==> config.mk <==
export PLATFORM = sky130hd
export DESIGN_NAME = sample_walker
export DESIGN_NICKNAME = d
export VERILOG_FILES = /design/src/rtl/walker_pkg.sv /design/src/rtl/sample_walk_next.sv /design/src/rtl/sample_walker.sv
export SDC_FILE = /design/constraint.sdc
export NUM_CORES = 1
export LEC_CHECK = 0
export CORE_AREA = 4 4 281 283
export CTS_CLUSTER_DIAMETER = 100
export DETAILED_ROUTE_END_ITERATION = 12
export DIE_AREA = 0 0 285 287
export PLACE_DENSITY = 0.66
export SKIP_LAST_GASP = 1
export SYNTH_ARGS = -nofsm -noshare
export SYNTH_HDL_FRONTEND = slang
export SYNTH_HIERARCHICAL = 1
export SYNTH_SLANG_ARGS = --single-unit
==> constraint.sdc <==
create_clock -name clk -period 13.4 [get_ports clk]
set_input_delay 1.34 -clock clk [delete_from_list [all_inputs] [get_ports clk]]
set_output_delay 1.34 -clock clk [all_outputs]
set_load 0.005 [all_outputs]
==> src/rtl/walker_pkg.sv <==
// Shared state type, subsample codes and step decode for the sample walker.
package walker_pkg;

  typedef enum logic {StWait, StTest} walk_state_e;

  localparam logic [3:0] SubPx1 = 4'b1000;
  localparam logic [3:0] SubPx2 = 4'b0100;
  localparam logic [3:0] SubPx4 = 4'b0010;
  localparam logic [3:0] SubPx8 = 4'b0001;

  // Returns k where step = 1 << (RADIX - k); any non-one-hot code falls back to 1 px.
  function automatic logic [1:0] step_shift(input logic [3:0] sub);
    case (sub)
      SubPx1:  step_shift = 2'd0;
      SubPx2:  step_shift = 2'd1;
      SubPx4:  step_shift = 2'd2;
      SubPx8:  step_shift = 2'd3;
      default: step_shift = 2'd0;
    endcase
  endfunction

endpackage

==> src/rtl/sample_walk_next.sv <==
// Combinational next-sample generator: raster order, or alternating rows when
// WALKER_SERPENTINE_EN is defined.
module sample_walk_next
  import walker_pkg::*;
#(
  parameter int unsigned SIGFIG = 24
) (
  input  logic signed [SIGFIG-1:0] cur_x_i,
  input  logic signed [SIGFIG-1:0] cur_y_i,
  input  logic signed [SIGFIG-1:0] ll_x_i,
  input  logic signed [SIGFIG-1:0] ll_y_i,
  input  logic signed [SIGFIG-1:0] ur_x_i,
  input  logic signed [SIGFIG-1:0] ur_y_i,
  input  logic        [SIGFIG:0]   step_i,
  input  logic                     dir_i,
  output logic signed [SIGFIG-1:0] nxt_x_o,
  output logic signed [SIGFIG-1:0] nxt_y_o,
  output logic                     dir_o,
  output logic                     last_o
);

  // One guard bit so steps past the positive limit compare correctly instead of wrapping.
  logic signed [SIGFIG:0] x_w, y_w, llx_w, lly_w, urx_w, ury_w, stp_w, x_fwd, y_inc;
  logic row_done, col_done, inverted;

  assign x_w   = {cur_x_i[SIGFIG-1], cur_x_i};
  assign y_w   = {cur_y_i[SIGFIG-1], cur_y_i};
  assign llx_w = {ll_x_i[SIGFIG-1], ll_x_i};
  assign lly_w = {ll_y_i[SIGFIG-1], ll_y_i};
  assign urx_w = {ur_x_i[SIGFIG-1], ur_x_i};
  assign ury_w = {ur_y_i[SIGFIG-1], ur_y_i};
  assign stp_w = $signed(step_i);

  assign x_fwd    = x_w + stp_w;
  assign y_inc    = y_w + stp_w;
  assign col_done = y_inc > ury_w;
  assign inverted = (urx_w < llx_w) || (ury_w < lly_w);
  assign last_o   = (row_done && col_done) || inverted;

`ifdef WALKER_SERPENTINE_EN
  logic signed [SIGFIG:0] x_bwd;

  assign x_bwd    = x_w - stp_w;
  assign row_done = dir_i ? (x_bwd < llx_w) : (x_fwd > urx_w);

  always_comb begin
    nxt_x_o = cur_x_i;
    nxt_y_o = cur_y_i;
    dir_o   = dir_i;
    if (row_done) begin
      nxt_y_o = y_inc[SIGFIG-1:0];
      dir_o   = ~dir_i;
    end else if (dir_i) begin
      nxt_x_o = x_bwd[SIGFIG-1:0];
    end else begin
      nxt_x_o = x_fwd[SIGFIG-1:0];
    end
  end
`else
  assign row_done = x_fwd > urx_w;
  assign dir_o    = dir_i;

  always_comb begin
    nxt_x_o = x_fwd[SIGFIG-1:0];
    nxt_y_o = cur_y_i;
    if (row_done) begin
      nxt_x_o = ll_x_i;
      nxt_y_o = y_inc[SIGFIG-1:0];
    end
  end
`endif

endmodule

==> src/rtl/sample_walker.sv <==
// Walks a sample grid over one bounding-boxed triangle at a time for sampletest.
// Define WALKER_SERPENTINE_EN to alternate row direction.
module sample_walker
  import walker_pkg::*;
#(
  parameter int unsigned SIGFIG = 24,
  parameter int unsigned RADIX  = 10,
  parameter int unsigned VERTS  = 3,
  parameter int unsigned AXIS   = 3,
  parameter int unsigned COLORS = 3
) (
  input  logic                     clk,
  input  logic                     rst,
  input  logic signed [SIGFIG-1:0] tri_R13S [VERTS][AXIS],
  input  logic        [SIGFIG-1:0] color_R13U [COLORS],
  input  logic signed [SIGFIG-1:0] box_R13S [2][2],
  input  logic                     validTri_R13H,
  input  logic        [3:0]        subSample_RnnnnU,
  input  logic                     halt_RnnnnH,
  output logic                     halt_R13H,
  output logic signed [SIGFIG-1:0] tri_R14S [VERTS][AXIS],
  output logic        [SIGFIG-1:0] color_R14U [COLORS],
  output logic signed [SIGFIG-1:0] sample_R14S [2],
  output logic                     validSamp_R14H
);

  localparam logic [SIGFIG:0] StepUnit = (SIGFIG+1)'(1);

  walk_state_e state_q, state_d;
  logic signed [SIGFIG-1:0] samp_x_q, samp_x_d, samp_y_q, samp_y_d;
  logic signed [SIGFIG-1:0] ll_x_q, ll_y_q, ur_x_q, ur_y_q;
  logic signed [SIGFIG-1:0] tri_q [VERTS][AXIS];
  logic        [SIGFIG-1:0] color_q [COLORS];
  logic valid_q, valid_d, load;

  logic [1:0]               sub_k;
  logic [SIGFIG:0]          step;
  logic signed [SIGFIG-1:0] nxt_x, nxt_y;
  logic                     walk_last, dir_q, dir_nxt;

  assign sub_k = step_shift(subSample_RnnnnU);
  assign step  = StepUnit << (RADIX - 32'(sub_k));

`ifdef WALKER_SERPENTINE_EN
  logic dir_d;
`else
  assign dir_q = 1'b0;
  logic unused_dir;
  assign unused_dir = dir_nxt;
`endif

  sample_walk_next #(
    .SIGFIG (SIGFIG)
  ) u_next (
    .cur_x_i (samp_x_q),
    .cur_y_i (samp_y_q),
    .ll_x_i  (ll_x_q),
    .ll_y_i  (ll_y_q),
    .ur_x_i  (ur_x_q),
    .ur_y_i  (ur_y_q),
    .step_i  (step),
    .dir_i   (dir_q),
    .nxt_x_o (nxt_x),
    .nxt_y_o (nxt_y),
    .dir_o   (dir_nxt),
    .last_o  (walk_last)
  );

  always_comb begin
    state_d  = state_q;
    samp_x_d = samp_x_q;
    samp_y_d = samp_y_q;
    valid_d  = valid_q;
    load     = 1'b0;
`ifdef WALKER_SERPENTINE_EN
    dir_d    = dir_q;
`endif
    // Downstream halt freezes every register.
    if (!halt_RnnnnH) begin
      unique case (state_q)
        StWait: begin
          if (validTri_R13H) begin
            load     = 1'b1;
            samp_x_d = box_R13S[0][0];
            samp_y_d = box_R13S[0][1];
            valid_d  = 1'b1;
            state_d  = StTest;
`ifdef WALKER_SERPENTINE_EN
            dir_d    = 1'b0;
`endif
          end else begin
            valid_d = 1'b0;
          end
        end
        StTest: begin
          if (walk_last) begin
            valid_d = 1'b0;
            state_d = StWait;
          end else begin
            samp_x_d = nxt_x;
            samp_y_d = nxt_y;
`ifdef WALKER_SERPENTINE_EN
            dir_d    = dir_nxt;
`endif
          end
        end
      endcase
    end
  end

  always_ff @(posedge clk or posedge rst) begin
    if (rst) begin
      state_q  <= StWait;
      samp_x_q <= '0;
      samp_y_q <= '0;
      valid_q  <= 1'b0;
      ll_x_q   <= '0;
      ll_y_q   <= '0;
      ur_x_q   <= '0;
      ur_y_q   <= '0;
      tri_q    <= '{default: '0};
      color_q  <= '{default: '0};
`ifdef WALKER_SERPENTINE_EN
      dir_q    <= 1'b0;
`endif
    end else begin
      state_q  <= state_d;
      samp_x_q <= samp_x_d;
      samp_y_q <= samp_y_d;
      valid_q  <= valid_d;
`ifdef WALKER_SERPENTINE_EN
      dir_q    <= dir_d;
`endif
      if (load) begin
        ll_x_q  <= box_R13S[0][0];
        ll_y_q  <= box_R13S[0][1];
        ur_x_q  <= box_R13S[1][0];
        ur_y_q  <= box_R13S[1][1];
        tri_q   <= tri_R13S;
        color_q <= color_R13U;
      end
    end
  end

  assign halt_R13H      = (state_q == StTest) || halt_RnnnnH;
  assign tri_R14S       = tri_q;
  assign color_R14U     = color_q;
  assign sample_R14S[0] = samp_x_q;
  assign sample_R14S[1] = samp_y_q;
  assign validSamp_R14H = valid_q;

endmodule

==> results.cfg, run 1 <==
[worst_setup_path]
timing.rr.end = samp_x_q[14]$_DFFE_PP0P_
cp.arrival_ns = 7.34
critPathRequiredTime_ns = 13.88
r2r_setup_slack_ns = 7.90
crit_fanout = 49
cp-start-kind = primary input
r2r_start = samp_x_q[9]$_DFFE_PP0P_
cp-endpoint = samp_x_q[14]$_DFFE_PP0P_
worstRegToRegCells = 19
crit_start = subSample_RnnnnU[1]
critPathKind = primary input to register
crit_path_end_kind = register

[sta]
report.final.slew_viol_count = 0
fin_skew_ns = 0.01909
rsz0062_at_grt = no
fin_crit_ns = 6.858
holdWs_ns = 0.4829
post-route-period-util_pct = 51.18
max_clock_freq_mhz = 145.8
hold_viol_final = 0
worst_slack_ns = 6.542
setup_viol = 0
relSlewSlack_pct = 20.94
fin_tns_setup_ns = 0
worst_pin_slew_ns = 1.186

[floorplanning]
rows = 102
start_util_pct = 29.12
die_area_sq_mm = 0.08180
die_w_um = 285
ios = 730
die_height_um = 287
core-area_sq_mm = 0.07670

[route]
ant_nets = 0
firstDrtPassIters = 5
drtIter0Drc = 633
num_vias = 17020
routed_via_density = 4.716
post-route-drc-count = 0
wl_per_cell_um = 23.19
drt-total-wl_um = 83700

[global_route]
use_met2_pct = 35.31
grt_pass1_vias = 18250
met1_usage_pct = 22.14
busiest_layer = met2
grt_util_met3_pct = 7.986
grt_first_pass_wirelength_um = 121800
track_usage_pct = 19.79
antenna_found_initial = 40
grt_overflow = 0
grt_max_degree = 156

[pwr]
power_mw = 8.101
vdd_drop_max_mv = 0.2117
power.density_mw_per_mm2 = 249.6
p_leak_nw = 13.85

[placement]
dpl_cell_area_sq_mm = 0.03065
io_buffers = 729
gp_congestion = 0.8970
pre_cts_slack_ns = 5.870
dp_cells = 3508
hpwlAfterDp_um = 67280

[clock_network]
cts_buffer_depth = 3
post_cts_resized = 0
clk_latency_ns = 0.61
cts.sinks = 434
numCtsBuffers = 52
htreeDepth = 2
cts_tree = done
cts_root_buf = clkbuf_16
clk_pin_slew_ns = 0.06
hold_buffers = 0
post_cts_buffers = 0

[run]
cap_violations = 0

[final_layout]
design_area_sq_mm = 0.03245
syn_to_final_growth_pct = 45.29
fin_nets = 3061
drive_above_1_share_pct = 12.66
fin_util_pct = 42.31
fin_cells = 3609
final_cell_mix = clkdlybuf4s50_1 (729), dfrtp_1 (433), mux2_1 (303), mux2_2 (199), ha_1 (144)
final_common_cell = clkdlybuf4s50_1

[logic_synthesis]
synth_cells = 1753
syn-cell-area_sq_mm = 0.02234
yosysWarnings = 6
syn_area_per_cell_sq_um = 12.74

[min_path]
hold_class = register to register

[status]
status = finished clean
## flip-flops by register name (all words and copies together) (netlist names), 24 cells and up
register / cells
tri_R14S: 216
color_R14U: 72
ll_x_q: 24
ll_y_q: 24
samp_x_q: 24
samp_y_q: 24
ur_x_q: 24
ur_y_q: 24
## how the worst min path moves through the flow
stage                               start                         end  slack [ns]  cells after the start
2_1_floorplan      ll_x_q[10]$_DFFE_PP0P_      ll_x_q[10]$_DFFE_PP0P_        0.46                      1
3_3_place_gp   color_R14U[17]$_DFFE_PP0P_  color_R14U[17]$_DFFE_PP0P_        0.47                      1
3_5_place_dp   color_R14U[40]$_DFFE_PP0P_  color_R14U[40]$_DFFE_PP0P_        0.47                      1
4_1_cts         tri_R14S[164]$_DFFE_PP0P_   tri_R14S[164]$_DFFE_PP0P_        0.49                      1
5_1_grt            ll_y_q[18]$_DFFE_PP0P_      ll_y_q[18]$_DFFE_PP0P_        0.49                      1
6_report        tri_R14S[164]$_DFFE_PP0P_   tri_R14S[164]$_DFFE_PP0P_        0.48                      1
## layer usage
layer / wire [um] / vias to the layer above / part of all wire, %
li1: - / 7807 / -
met1: 31600 / 8556 / 38
met2: 42380 / 472 / 51
met3: 7536 / 143 / 9.0
met4: 1891 / 42 / 2.3
met5: 289 / - / 0.35
## worst max-delay path, cell delays in order
cell	delay, ns
clkdlybuf4s50_1	0.44
nor4b_1	0.48
buf_4	0.21
nor3_1	0.10
ha_1	0.37
inv_1	0.09
nor2_1	0.18
a31oi_1	0.14
a21oi_2	0.34
o21ai_0	0.20
xnor2_1	0.18
ha_1	0.30
nand4_1	0.21
nor4_2	0.32
nand4_1	0.12
o21ai_0	0.14
a21oi_2	0.05
buf_4	0.26
a2111o_1	0.41
nand2b_1	0.20
a21oi_4	0.16
buf_4	0.64
mux2_2	0.41
## power breakdown
part / internal, mW / switching [mW] / leakage [nW]
registers: 1.92 / 0.434 / 5.09
logic: 2.28 / 2.00 / 7.89
clock network: 0.882 / 0.584 / 0.865
## final cells by class
cell class,instances,area [sq um]
Antenna cell,9,22.52
Clock buffer,74,1524
Clock inverter,17,234.0
Fill cell,7148,44250
Inverter,108,409.1
Multi-Input combinational cell,1182,10630
Sequential cell,434,10860
Tap cell,1040,1301
Timing Repair Buffer,745,7467
No activity file was read; power rests on OpenSTA's default activity.
==> inputs of run 2 (changes only) <==
- clock period: 13.4 -> 6 ns (I/O delays scaled with it)
==> run 2 against run 1 <==
Effect of this change: clock power grew 130%; die area stayed put; clock-buffer cell count is 2 lower; worst hold slack worse by 0.072 ns; flip-flop and latch count unchanged; cell area is 1.7% higher; highest routed layer unchanged; power grew 130%; critical path type unchanged.
==> results.cfg, run 2 (synthesis gave the netlist of run 1 again) <==
[global_route]
grt_first_pass_wirelength_um = 123200
grt_max_degree = 132
antenna_found_initial = 43
track_usage_pct = 19.94
grt_pass1_vias = 18470
grt_overflow = 0

[sta]
fin_crit_ns = 5.539
setup_viol = 0
rsz0062_at_grt = no
holdWs_ns = 0.4107
relSlewSlack_pct = 46.12
fin_skew_ns = 0.01230
worst_pin_slew_ns = 0.8082
report.final.slew_viol_count = 0
hold_viol_final = 0
post-route-period-util_pct = 92.32
max_clock_freq_mhz = 180.5

[worst_setup_path]
cp-start-kind = primary input
critPathKind = primary input to register
worstRegToRegCells = 19
timing.rr.end = samp_x_q[15]$_DFFE_PP0P_
crit_fanout = 25
critPathBufInv = 6
path_common_cell = buf_4
critPathRequiredTime_ns = 6.45
cpPeakStageDelay_ns = 0.44
crit_path_end_kind = register
critical_path.top_delay_family = compound AO/OA/AOI/OAI gates
r2r_setup_slack_ns = 1.15
r2r_start = samp_y_q[5]$_DFFE_PP0P_
crit_slowest_cell = clkdlybuf4s50_1
cp.arrival_ns = 5.99

[floorplanning]
die_height_um = 287
rows = 102
core-area_sq_mm = 0.07670
ios = 730
die_w_um = 285
start_util_pct = 29.12
die_area_sq_mm = 0.08180

[clock_network]
post_cts_resized = 0
hold_buffers = 0
cts_root_buf = clkbuf_16
post_cts_buffers = 0
numCtsBuffers = 52
clk_latency_ns = 0.58
clk_pin_slew_ns = 0.06
cts.sinks = 434
cts_buffer_depth = 3
cts_tree = done
htreeDepth = 2

[route]
wl_per_cell_um = 23.02
firstDrtPassIters = 5
ant_nets = 0
post-route-drc-count = 0
num_vias = 17240
drt-total-wl_um = 84320
routed_via_density = 4.707
drtIter0Drc = 744

[final_layout]
drive_above_1_share_pct = 14.41
fin_util_pct = 43.02
design_area_sq_mm = 0.03300
fin_cells = 3663
ff_latch_area_sq_mm = 0.01086
multi_input_area_sq_mm = 0.01063
fillCellCount = 7112
final_cell_mix = clkdlybuf4s50_1 (729), dfrtp_1 (433), mux2_1 (303), mux2_2 (199), ha_1 (144)
fin_nets = 3110
syn_to_final_growth_pct = 47.73
final_common_cell = clkdlybuf4s50_1
largest_reg_flops = 216

[pwr]
p_int_mw = 11.89
power.density_mw_per_mm2 = 566.5
comb_power_share_pct = 53.7
vdd_drop_max_mv = 0.2830
pwr-share-seq_pct = 28.2
p_clk_share_pct = 18.0
p_leak_nw = 14.13
p_sw_mw = 6.804
p_sw_share_pct = 36.40

[placement]
hpwlAfterDp_um = 68380
io_buffers = 729
dp_cells = 3558
dpl_cell_area_sq_mm = 0.03114
gp_congestion = 0.9031

[status]
status = finished clean

[run]
cap_violations = 0

[min_path]
hold_class = primary input to async pin
-- run 2: cell count changes in the layout (fill, tap and decap cells not counted), sizes merged --
cell	delta
buf	+49
inv	+1
clkinv	-4
clkbuf	-2
diode	+4
clkinvlp	+4
bufinv	+2
-- run 2: how the worst max path moves through the flow --
stage / start / end / slack [ns] / cells after the start
2_1_floorplan: rst / color_R14U[0]$_DFFE_PP0P_ / -0.46 / 1
3_3_place_gp: subSample_RnnnnU[1] / samp_x_q[13]$_DFFE_PP0P_ / -0.09 / 25
3_5_place_dp: subSample_RnnnnU[0] / samp_x_q[18]$_DFFE_PP0P_ / -0.11 / 25
4_1_cts: subSample_RnnnnU[0] / samp_x_q[18]$_DFFE_PP0P_ / 0.48 / 25
5_1_grt: subSample_RnnnnU[1] / samp_x_q[15]$_DFFE_PP0P_ / 0.06 / 26
6_report: subSample_RnnnnU[0] / samp_x_q[15]$_DFFE_PP0P_ / 0.46 / 25
-- run 2: power groups by stage --
stage               registers, mW  logic, mW  clock network, mW
floorplan                    5.11       5.31                  0
global placement             5.27       9.86                  0
detailed placement           5.32       10.0                  0
CTS                          5.29       10.1               3.48
global route                 5.46       11.0               3.60
finish                       5.28       10.0               3.37
-- run 2: through the flow --
stage          worst slack, ns  total power [mW]  TNS, ns
3_5_place_dp           -0.1139             15.36   -4.557
2_1_floorplan          -0.4613             10.42  -200.22
4_1_cts                 0.4789             18.88        0
3_3_place_gp          -0.08687             15.13   -3.740
6_report                0.4607             18.69        0
5_1_grt                0.05630             20.05        0
-- run 2: layout make-up --
type | instances | share of cell area [%]
sequential | 434 | 32.92
clock inverter | 20 | 0.9024
antenna | 13 | 0.09859
multi-input combinational | 1182 | 32.22
inverter | 108 | 1.240
clock buffer | 72 | 4.630
tap | 1040 | 3.943
timing repair buffer | 794 | 24.05
-- run 2: metal layers --
metal  up-vias  track usage, %  wire [um]  part of all wire (%)
met5         -               0        238                  0.28
met3       142           7.224       6818                   8.1
met2       520           35.76      42920                    51
met4        38           4.829       2037                   2.4
li1       7903               -          -                     -
met1      8639           22.63      32310                    38
==> inputs of run 3 (changes only) <==
- ABC_CLOCK_PERIOD_IN_PS: default -> 6000
- SLEW_MARGIN: default -> 20
==> results of run 3 <==
Final layout, timing and power as in run 2 (identical DEF).
